--- config.mk ---
export PLATFORM = sky130hd
export DESIGN_NAME = dmem_port_arbiter
export DESIGN_NICKNAME = d
export VERILOG_FILES = /design/src/rtl/dmem_port_arbiter.sv
export SDC_FILE = /design/constraint.sdc
export NUM_CORES = 1
export LEC_CHECK = 0
export ABC_AREA = 1
export CAP_MARGIN = 15
export CORE_AREA = 10 10 188 190
export CTS_BUF_LIST = sky130_fd_sc_hd__clkbuf_2
export CTS_CLUSTER_DIAMETER = 50
export DETAILED_ROUTE_END_ITERATION = 8
export DIE_AREA = 0 0 198 200
export SETUP_SLACK_MARGIN = 0.05
export SLEW_MARGIN = 20
export SYNTH_ARGS = -nofsm -noshare
export SYNTH_HDL_FRONTEND = slang
export SYNTH_SLANG_ARGS = --single-unit
--- constraint.sdc ---
create_clock -name clk -period 18.5 [get_ports clk]
set_input_delay 3.7 -clock clk [delete_from_list [all_inputs] [get_ports clk]]
set_output_delay 3.7 -clock clk [all_outputs]
set_load 0.01 [all_outputs]
--- src/rtl/dmem_port_arbiter.sv ---
// dmem_port_arbiter: shares a dual-port data memory among NREQ requesters,
// granting up to two requests per cycle with rotating priority and aging.
// Ports: clk, rst_n (async, active low)
//   req/req_addr/req_wdata/req_we : per-requester request and payload
//   gnt/rsp_rdata                 : per-requester grant and read word
//   daddr/dwdata/we/drdata        : memory port 0
//   daddr1/dwdata1/we1/drdata1    : memory port 1
//   perf_stall/perf_conflict      : only with DMEM_ARB_PERF_EN defined
module dmem_port_arbiter #(
  parameter  int NREQ     = 3,
  parameter  int MAX_WAIT = 7,
  localparam int WCW      = $clog2(MAX_WAIT + 1)
) (
  input  logic              clk,
  input  logic              rst_n,
  input  logic [NREQ-1:0]   req,
  input  logic [NREQ*32-1:0] req_addr,
  input  logic [NREQ*32-1:0] req_wdata,
  input  logic [NREQ*4-1:0] req_we,
  output logic [NREQ-1:0]   gnt,
  output logic [NREQ*32-1:0] rsp_rdata,
  output logic [31:0]       daddr,
  output logic [31:0]       dwdata,
  output logic [3:0]        we,
  input  logic [31:0]       drdata,
  output logic [31:0]       daddr1,
  output logic [31:0]       dwdata1,
  output logic [3:0]        we1,
`ifdef DMEM_ARB_PERF_EN
  output logic [31:0]       perf_stall,
  output logic [31:0]       perf_conflict,
`endif
  input  logic [31:0]       drdata1
);

  localparam int IW = $clog2(NREQ);
  localparam int RW = 5;

  logic [IW-1:0]  r_rr;
  logic [WCW-1:0] r_wait [NREQ];

  logic [31:0]    w_addr [NREQ];
  logic [31:0]    w_wd   [NREQ];
  logic [3:0]     w_we   [NREQ];
  logic [RW-1:0]  w_rank [NREQ];
  logic [NREQ-1:0] w_cf;
  logic           w_p0_vld;
  logic [IW-1:0]  w_p0;
  logic [RW-1:0]  w_p0_rank;
  logic           w_p1_vld;
  logic [IW-1:0]  w_p1;
  logic [RW-1:0]  w_p1_rank;
  logic           w_skip;
  logic [IW-1:0]  w_last;
  logic [IW-1:0]  w_rr_nxt;

  // Rank: starved requesters get 0..NREQ-1 by index, the rest
  // NREQ.. by rotated distance from r_rr. Lower rank wins.
  always_comb begin
    w_p0_vld  = 1'b0;
    w_p0      = '0;
    w_p0_rank = '1;
    w_p1_vld  = 1'b0;
    w_p1      = '0;
    w_p1_rank = '1;
    w_skip    = 1'b0;
    w_cf      = '0;
    for (int i = 0; i < NREQ; i++) begin
      int d;
      w_addr[i] = req_addr[32*i +: 32];
      w_wd[i]   = req_wdata[32*i +: 32];
      w_we[i]   = req_we[4*i +: 4];
      d = i - int'(r_rr);
      if (d < 0) d = d + NREQ;
      if (r_wait[i] == WCW'(MAX_WAIT))
        w_rank[i] = RW'(i);
      else
        w_rank[i] = RW'(NREQ + d);
    end
    for (int i = 0; i < NREQ; i++) begin
      if (req[i] && (!w_p0_vld || w_rank[i] < w_p0_rank)) begin
        w_p0_vld  = 1'b1;
        w_p0      = IW'(i);
        w_p0_rank = w_rank[i];
      end
    end
    // Same word with any write involved must be serialised.
    for (int i = 0; i < NREQ; i++) begin
      w_cf[i] = (w_addr[i][31:2] == w_addr[w_p0][31:2]) &&
                ((w_we[i] != 4'b0) || (w_we[w_p0] != 4'b0));
    end
    for (int i = 0; i < NREQ; i++) begin
      if (w_p0_vld && req[i] && (IW'(i) != w_p0) && !w_cf[i] &&
          (!w_p1_vld || w_rank[i] < w_p1_rank)) begin
        w_p1_vld  = 1'b1;
        w_p1      = IW'(i);
        w_p1_rank = w_rank[i];
      end
    end
    // A conflicting candidate ranked ahead of the port-1 winner
    // was passed over because of the hazard.
    for (int i = 0; i < NREQ; i++) begin
      if (w_p0_vld && req[i] && (IW'(i) != w_p0) && w_cf[i] &&
          (!w_p1_vld || w_rank[i] < w_p1_rank))
        w_skip = 1'b1;
    end
  end

  always_comb begin
    gnt       = '0;
    rsp_rdata = '0;
    daddr     = '0;
    dwdata    = '0;
    we        = '0;
    daddr1    = '0;
    dwdata1   = '0;
    we1       = '0;
    if (rst_n) begin
      if (w_p0_vld) begin
        daddr  = w_addr[w_p0];
        dwdata = w_wd[w_p0];
        we     = w_we[w_p0];
      end
      if (w_p1_vld) begin
        daddr1  = w_addr[w_p1];
        dwdata1 = w_wd[w_p1];
        we1     = w_we[w_p1];
      end
      for (int i = 0; i < NREQ; i++) begin
        if (w_p0_vld && IW'(i) == w_p0) begin
          gnt[i] = 1'b1;
          rsp_rdata[32*i +: 32] = drdata;
        end else if (w_p1_vld && IW'(i) == w_p1) begin
          gnt[i] = 1'b1;
          rsp_rdata[32*i +: 32] = drdata1;
        end
      end
    end
  end

  always_comb begin
    w_last   = w_p1_vld ? w_p1 : w_p0;
    w_rr_nxt = (w_last == IW'(NREQ - 1)) ? '0 : w_last + 1'b1;
  end

  always_ff @(posedge clk or negedge rst_n) begin
    if (!rst_n) begin
      r_rr <= '0;
      for (int i = 0; i < NREQ; i++) r_wait[i] <= '0;
    end else begin
      if (|gnt) r_rr <= w_rr_nxt;
      for (int i = 0; i < NREQ; i++) begin
        if (req[i] && !gnt[i]) begin
          if (r_wait[i] != WCW'(MAX_WAIT))
            r_wait[i] <= r_wait[i] + 1'b1;
        end else begin
          r_wait[i] <= '0;
        end
      end
    end
  end

`ifdef DMEM_ARB_PERF_EN
  logic [31:0] r_perf_stall;
  logic [31:0] r_perf_conflict;

  always_ff @(posedge clk or negedge rst_n) begin
    if (!rst_n) begin
      r_perf_stall    <= '0;
      r_perf_conflict <= '0;
    end else begin
      if (|(req & ~gnt)) r_perf_stall <= r_perf_stall + 32'd1;
      if (w_skip) r_perf_conflict <= r_perf_conflict + 32'd1;
    end
  end

  assign perf_stall    = r_perf_stall;
  assign perf_conflict = r_perf_conflict;
`else
  logic w_unused;
  assign w_unused = w_skip;
`endif

endmodule
# After elaboration in Yosys (flattened, before gate mapping)
# Cells that the tools add are included.
# Widths: inputs -> output; s select.
[totals]
wordCells = 169
regBits = 11
input_bits = 273
[classes]
n_reduce_logical = 50
mux = 72
add_sub_neg = 13
bitwise_logic = 2
n_lt_le_gt_ge = 9
eq_ne = 19
[op_table]
columns = ["cell", "n"]
rows = [
  ["$mux 32", 22],
  ["$bmux 32 s2", 4],
  ["$mux 96", 1],
  ["$eq 30x30->1", 3],
  ["$mux 5", 10],
  ["$mux 4", 8],
  ["$logic_and 1x1->1", 25],
  ["$mux 3", 7],
  ["$lt 5x5->1", 4],
  ["$bmux 4 s2", 2],
  ["$reduce_bool 4->1", 4],
  ["$add 3x5->5 const A", 3],
  ["$mux 1", 14],
  ["$add 3x3->4 const B", 3],
  ["$logic_not 1->1", 10],
  ["$add 3x1->3 const B", 3],
  ["$eq 3x3->1 const B", 3],
  ["$lt 3x1->1 const B", 3],
  ["$ne 3x3->1 const B", 3],
  ["$mux 2", 4],
  ["$logic_or 1x1->1", 7],
  ["$ge 3x3->1 const B", 2],
  ["$ne 2x1->1 const B", 3],
  ["$not 2->3", 2],
  ["other kinds (11)", 15],
]

# Logic depth before layout (Yosys ltp)
[depth]
depth_word = 40
ltp_mapped = 58
mapped_depth_nobuf = 53

# Worst setup path after synthesis
# OpenSTA, ideal clock, no wires.
[synth_timing]
kind = "input to output"
from = "in req[0]"
to = "out daddr1[13]"
required_time_ps = 14800
cell_stages = 51
t_arrival_ps = 9821
slack_ps = 4979
cell_sequence = "inv_1 > a21oi_1 > ha_1 > nand2_1 > nand2_1 > a21oi_2 > nand3_4 > clkbuf_1 > nand2_1 > o21ai_0 > ha_1 > a21oi_1 > nor2_1 > a211oi_1 > nand2_1 > nand2_1 > nand2_2 > buf_6 > (+15 left out) > nand2_1 > clkinv_1 > nand3_2 > clkbuf_1 > buf_1 > o21ai_0 > ha_1 > a21oi_1 > nor2_1 > a211oi_1 > nand2_1 > nand2_2 > nand2_4 > nand2_2 > buf_6 > buf_6 > o21ai_1 > nor2_1"
[synth_via]
elab_chain_len = 33
elab_cells_between_ends = 68
classes_between = "order compare: 4; eq/ne: 5; mux: 25; bitwise: 2; reduce/logical: 32"
[synth_lines]
columns = ["element", "line_no", "source"]
rows = [
  ["from (decl)", "16", "input logic [NREQ-1:0] req,"],
  ["parallel branches: the longest is 31 deep, another holds $lt 5x5->1", "-", ""],
  ["$mux 32 (*)", "124", "if (w_p1_vld) begin"],
  ["$mux 32 (*)", "118", "if (rst_n) begin"],
  ["to (decl)", "26", "output logic [31:0] daddr1,"],
]
# Every way passes the cells marked *. The select of a mux whose other input is x is not followed.

# Worst setup path in the final report
[layout_timing]
from = "in req[0]"
to = "out daddr1[1]"
# Same word-level chain as after synthesis.

==> impl_metrics.yaml <==
global_route:
  grt_pass1_vias: 11875
  grt_first_pass_wirelength_um: 75900
  grt_max_degree: 91
  antenna_found_initial: 3
  grt_overflow: 0
  grt_usage_pct: 24.7
synthesis:
  synth_most_common_cell: "nand2_1"
  synthArstFlopShare_pct: 100
  synth_area_per_cell_um2: 5.02
  syn-instance-count: 1500
  synth_edf_count: 0
  synth.top_cells.by_count: "nand2_1, nor2_1, o21ai_0"
  synth_seq_cells: 11
  syn_area_um2: 7530
  yosysTopAreaCell: "nand2_1"
  netlist.area_leader.share_pct: 15.2
  synth.area.top_cells: "nand2_1, nor2_1, o21ai_0, nand3_1, inv_1"
  yosysSeqAreaShare_pct: 3.66
  ys_warn_count: 0
  ys_types: 40
  synthFlopType: "dfrtp_1"
critical_path:
  startpoint: "req[0]"
  crit_family: "simple AND/OR/NAND/NOR gates"
  critPathMaxStageDelay_ns: 0.61
  r2r_slack_ns: 8.39
  critical_path_buf_inv_count: 6
  start_kind: "input port"
  arrival_ns: 13.57
  critPathSlowestCell: "clkdlybuf4s50_1"
  cp_common_cell: "nand2_1"
  path_class: "input port to primary output"
  required_ns: 14.80
  crit_fanout: 61
  crit_path_end_kind: "primary output"
  ff2ff_path_depth: 50
  r2r-end: "r_wait[4]"
  worstReg2RegStart: "r_wait[3]"
clocking:
  cts_sinks: 11
  cts-htree-levels: 1
  cts_buffers: 3
  root_buffer: "clkbuf_2"
  cts_tree: "done"
  clk_latency_ns: 0.26
  clk_pin_slew_ns: 0.10
  clk_path_buf_depth: 2
  cts_setup_buffers: 0
pwr:
  ir_drop_mv: 0.0305
  combinationalPowerShare_pct: 94.8
  seqPwrFrac_pct: 3.6
  clock_power_share_pct: 1.6
  p_switching_uw: 492
  cellLeakagePower_nw: 5.48
  intPower_uw: 364
  power_uw: 857
  p_per_area_nw_per_um2: 67.4
  power_switching_share_pct: 57.5
timing:
  period_share_pct: 93.3
  tns_ns: 0
  timing.fmax_mhz: 57.9
  rsz0062_at_grt: "no"
  hold_slack_ns: 0.547
  skew_ns: 0.00558
  worst_pin_slew_ns: 0.948
  drv_slew: 0
  finalHoldViolations: 0
  finalSetupViolations: 0
  fin_crit_ns: 17.27
  timing.slew.headroom_pct: 36.8
routing:
  viasPerCell: 5.25
  wl_per_cell_um: 22.6
  dr_total_vias: 12212
  first_pass_iters: 6
  routed_wl_um: 52700
  first_iter_violations: 920
  route.detailed.drc: 0
  ant_nets: 0
place:
  placed_area_um2: 12700
  place_congestion: 0.959
  hpwl_um: 42600
  port_buffers: 507
worst_hold_path:
  hp-class: "register to register"
  holdPathEnd: "r_wait[2]"
  min_from: "r_wait[2]"
  worstHoldPathCells: 2
outcome:
  status: "finished clean"
floorplan:
  coreArea_um2: 31400
  die_area_um2: 39600
  rows: 65
  die_w_um: 198
  ioPinCount: 508
  initial_core_util_pct: 24.0
  die_y_um: 200
final_layout:
  fin_area_um2: 12700
  fin_util_pct: 40.5
  syn_to_final_growth_pct: 68.8
  layout.nets: 2224
  drive_above_1_share_pct: 2.44
run:
  max_cap_viol_count: 0
-- area by class of cell --
class / instances / area [µm²]
fill: 3388 / 18700
multi-input combinational: 1237 / 6150
timing repair buffer: 521 / 5180
inverter: 150 / 566
tap: 402 / 503
sequential: 11 / 275
clock buffer: 4 / 20.0
antenna: 3 / 7.51
-- power groups by stage --
| stage | logic (mW) | clock network [mW] | registers (mW) |
|---|---|---|---|
| CTS | 0.815 | 0.0149 | 0.0310 |
| global route | 0.886 | 0.0159 | 0.0317 |
| detailed placement | 0.810 | 0 | 0.0315 |
| floorplan | 0.436 | 0 | 0.0307 |
| finish | 0.812 | 0.0138 | 0.0310 |
| global placement | 0.809 | 0 | 0.0312 |
-- layer usage --
metal | up-vias | GRT usage (%) | wire length (µm)
li1 | 5854 | - | -
met1 | 5606 | 28.8 | 19900
met5 | - | 0 | 13
met3 | 78 | 7.20 | 5720
met2 | 672 | 43.2 | 25500
met4 | 2 | 6.72 | 1540
-- sequential cells by signal (all words and copies together) (netlist names) --
| name | flops |
|---|---|
| r_wait | 9 |
| r_rr | 2 |
-- cells in the final DEF (no fill, tap or decap), types with 3 or more instances in the layout --
cell and n:
clkdlybuf4s50_1 507, nand2_1 303, nor2_1 282, o21ai_0 185, inv_1 136, nand3_1 129, o21ai_1 75, o22ai_1 61
nand4_1 43, nand3b_1 39, ha_1 27, xor2_1 25, buf_4 13, a21oi_1 12, dfrtp_1 11, clkinv_1 10
nand3_2 9, nand2_2 6, nor4_1 5, or2_1 4, xnor2_1 4, mux2i_1 4, clkbuf_2 4, diode_2 3
inv_2 3, a211oi_1 3, nor3_1 3
-- worst max-delay path by stage --
stage | to | slack, ns | cells after the start
6_report | daddr1[1] | 1.23 | 48
2_1_floorplan | daddr1[13] | 4.98 | 51
3_5_place_dp | daddr1[1] | 1.17 | 48
4_1_cts | daddr1[1] | 1.11 | 48
3_3_place_gp | daddr1[1] | 1.34 | 48
5_1_grt | daddr1[1] | 0.17 | 47
-- logic make-up after synthesis --
group / after synthesis / share of synthesized area [%]
AND/OR/NAND/NOR: 831 / 48.6
AO/OA/AOI/OAI: 344 / 24.3
buffers and inverters: 253 / 15.0
XOR/XNOR: 29 / 3.37
adder cells (fa/ha/maj): 27 / 4.49
flip-flops: 11 / 3.66
multiplexers: 4 / 0.532
other: 1 / 0.0498
-- repair_timing --
action | CTS | global route
endpoints found under the setup margin | 0 | 3
resized for setup | 0 | 3
hold buffers | 0 | 0
-- worst reg2reg max path: cells and delay by family, from the launching register on --
kind,cells,cell delay [ns]
buffers and inverters,3,0.50
and+or+nand+nor,31,5.46
DFF,1,0.40
AOI/OAI and AO/OA,10,1.92
adders and majority gates,6,1.72
-- through the flow --
stage          std cells  worst slack (ns)
6_report            2328              1.23
2_1_floorplan       1501              4.98
3_5_place_dp        2321              1.17
5_1_grt             2325             0.172
3_3_place_gp        2321              1.34
4_1_cts             2325              1.11
Power figures use the tool's default switching activity.
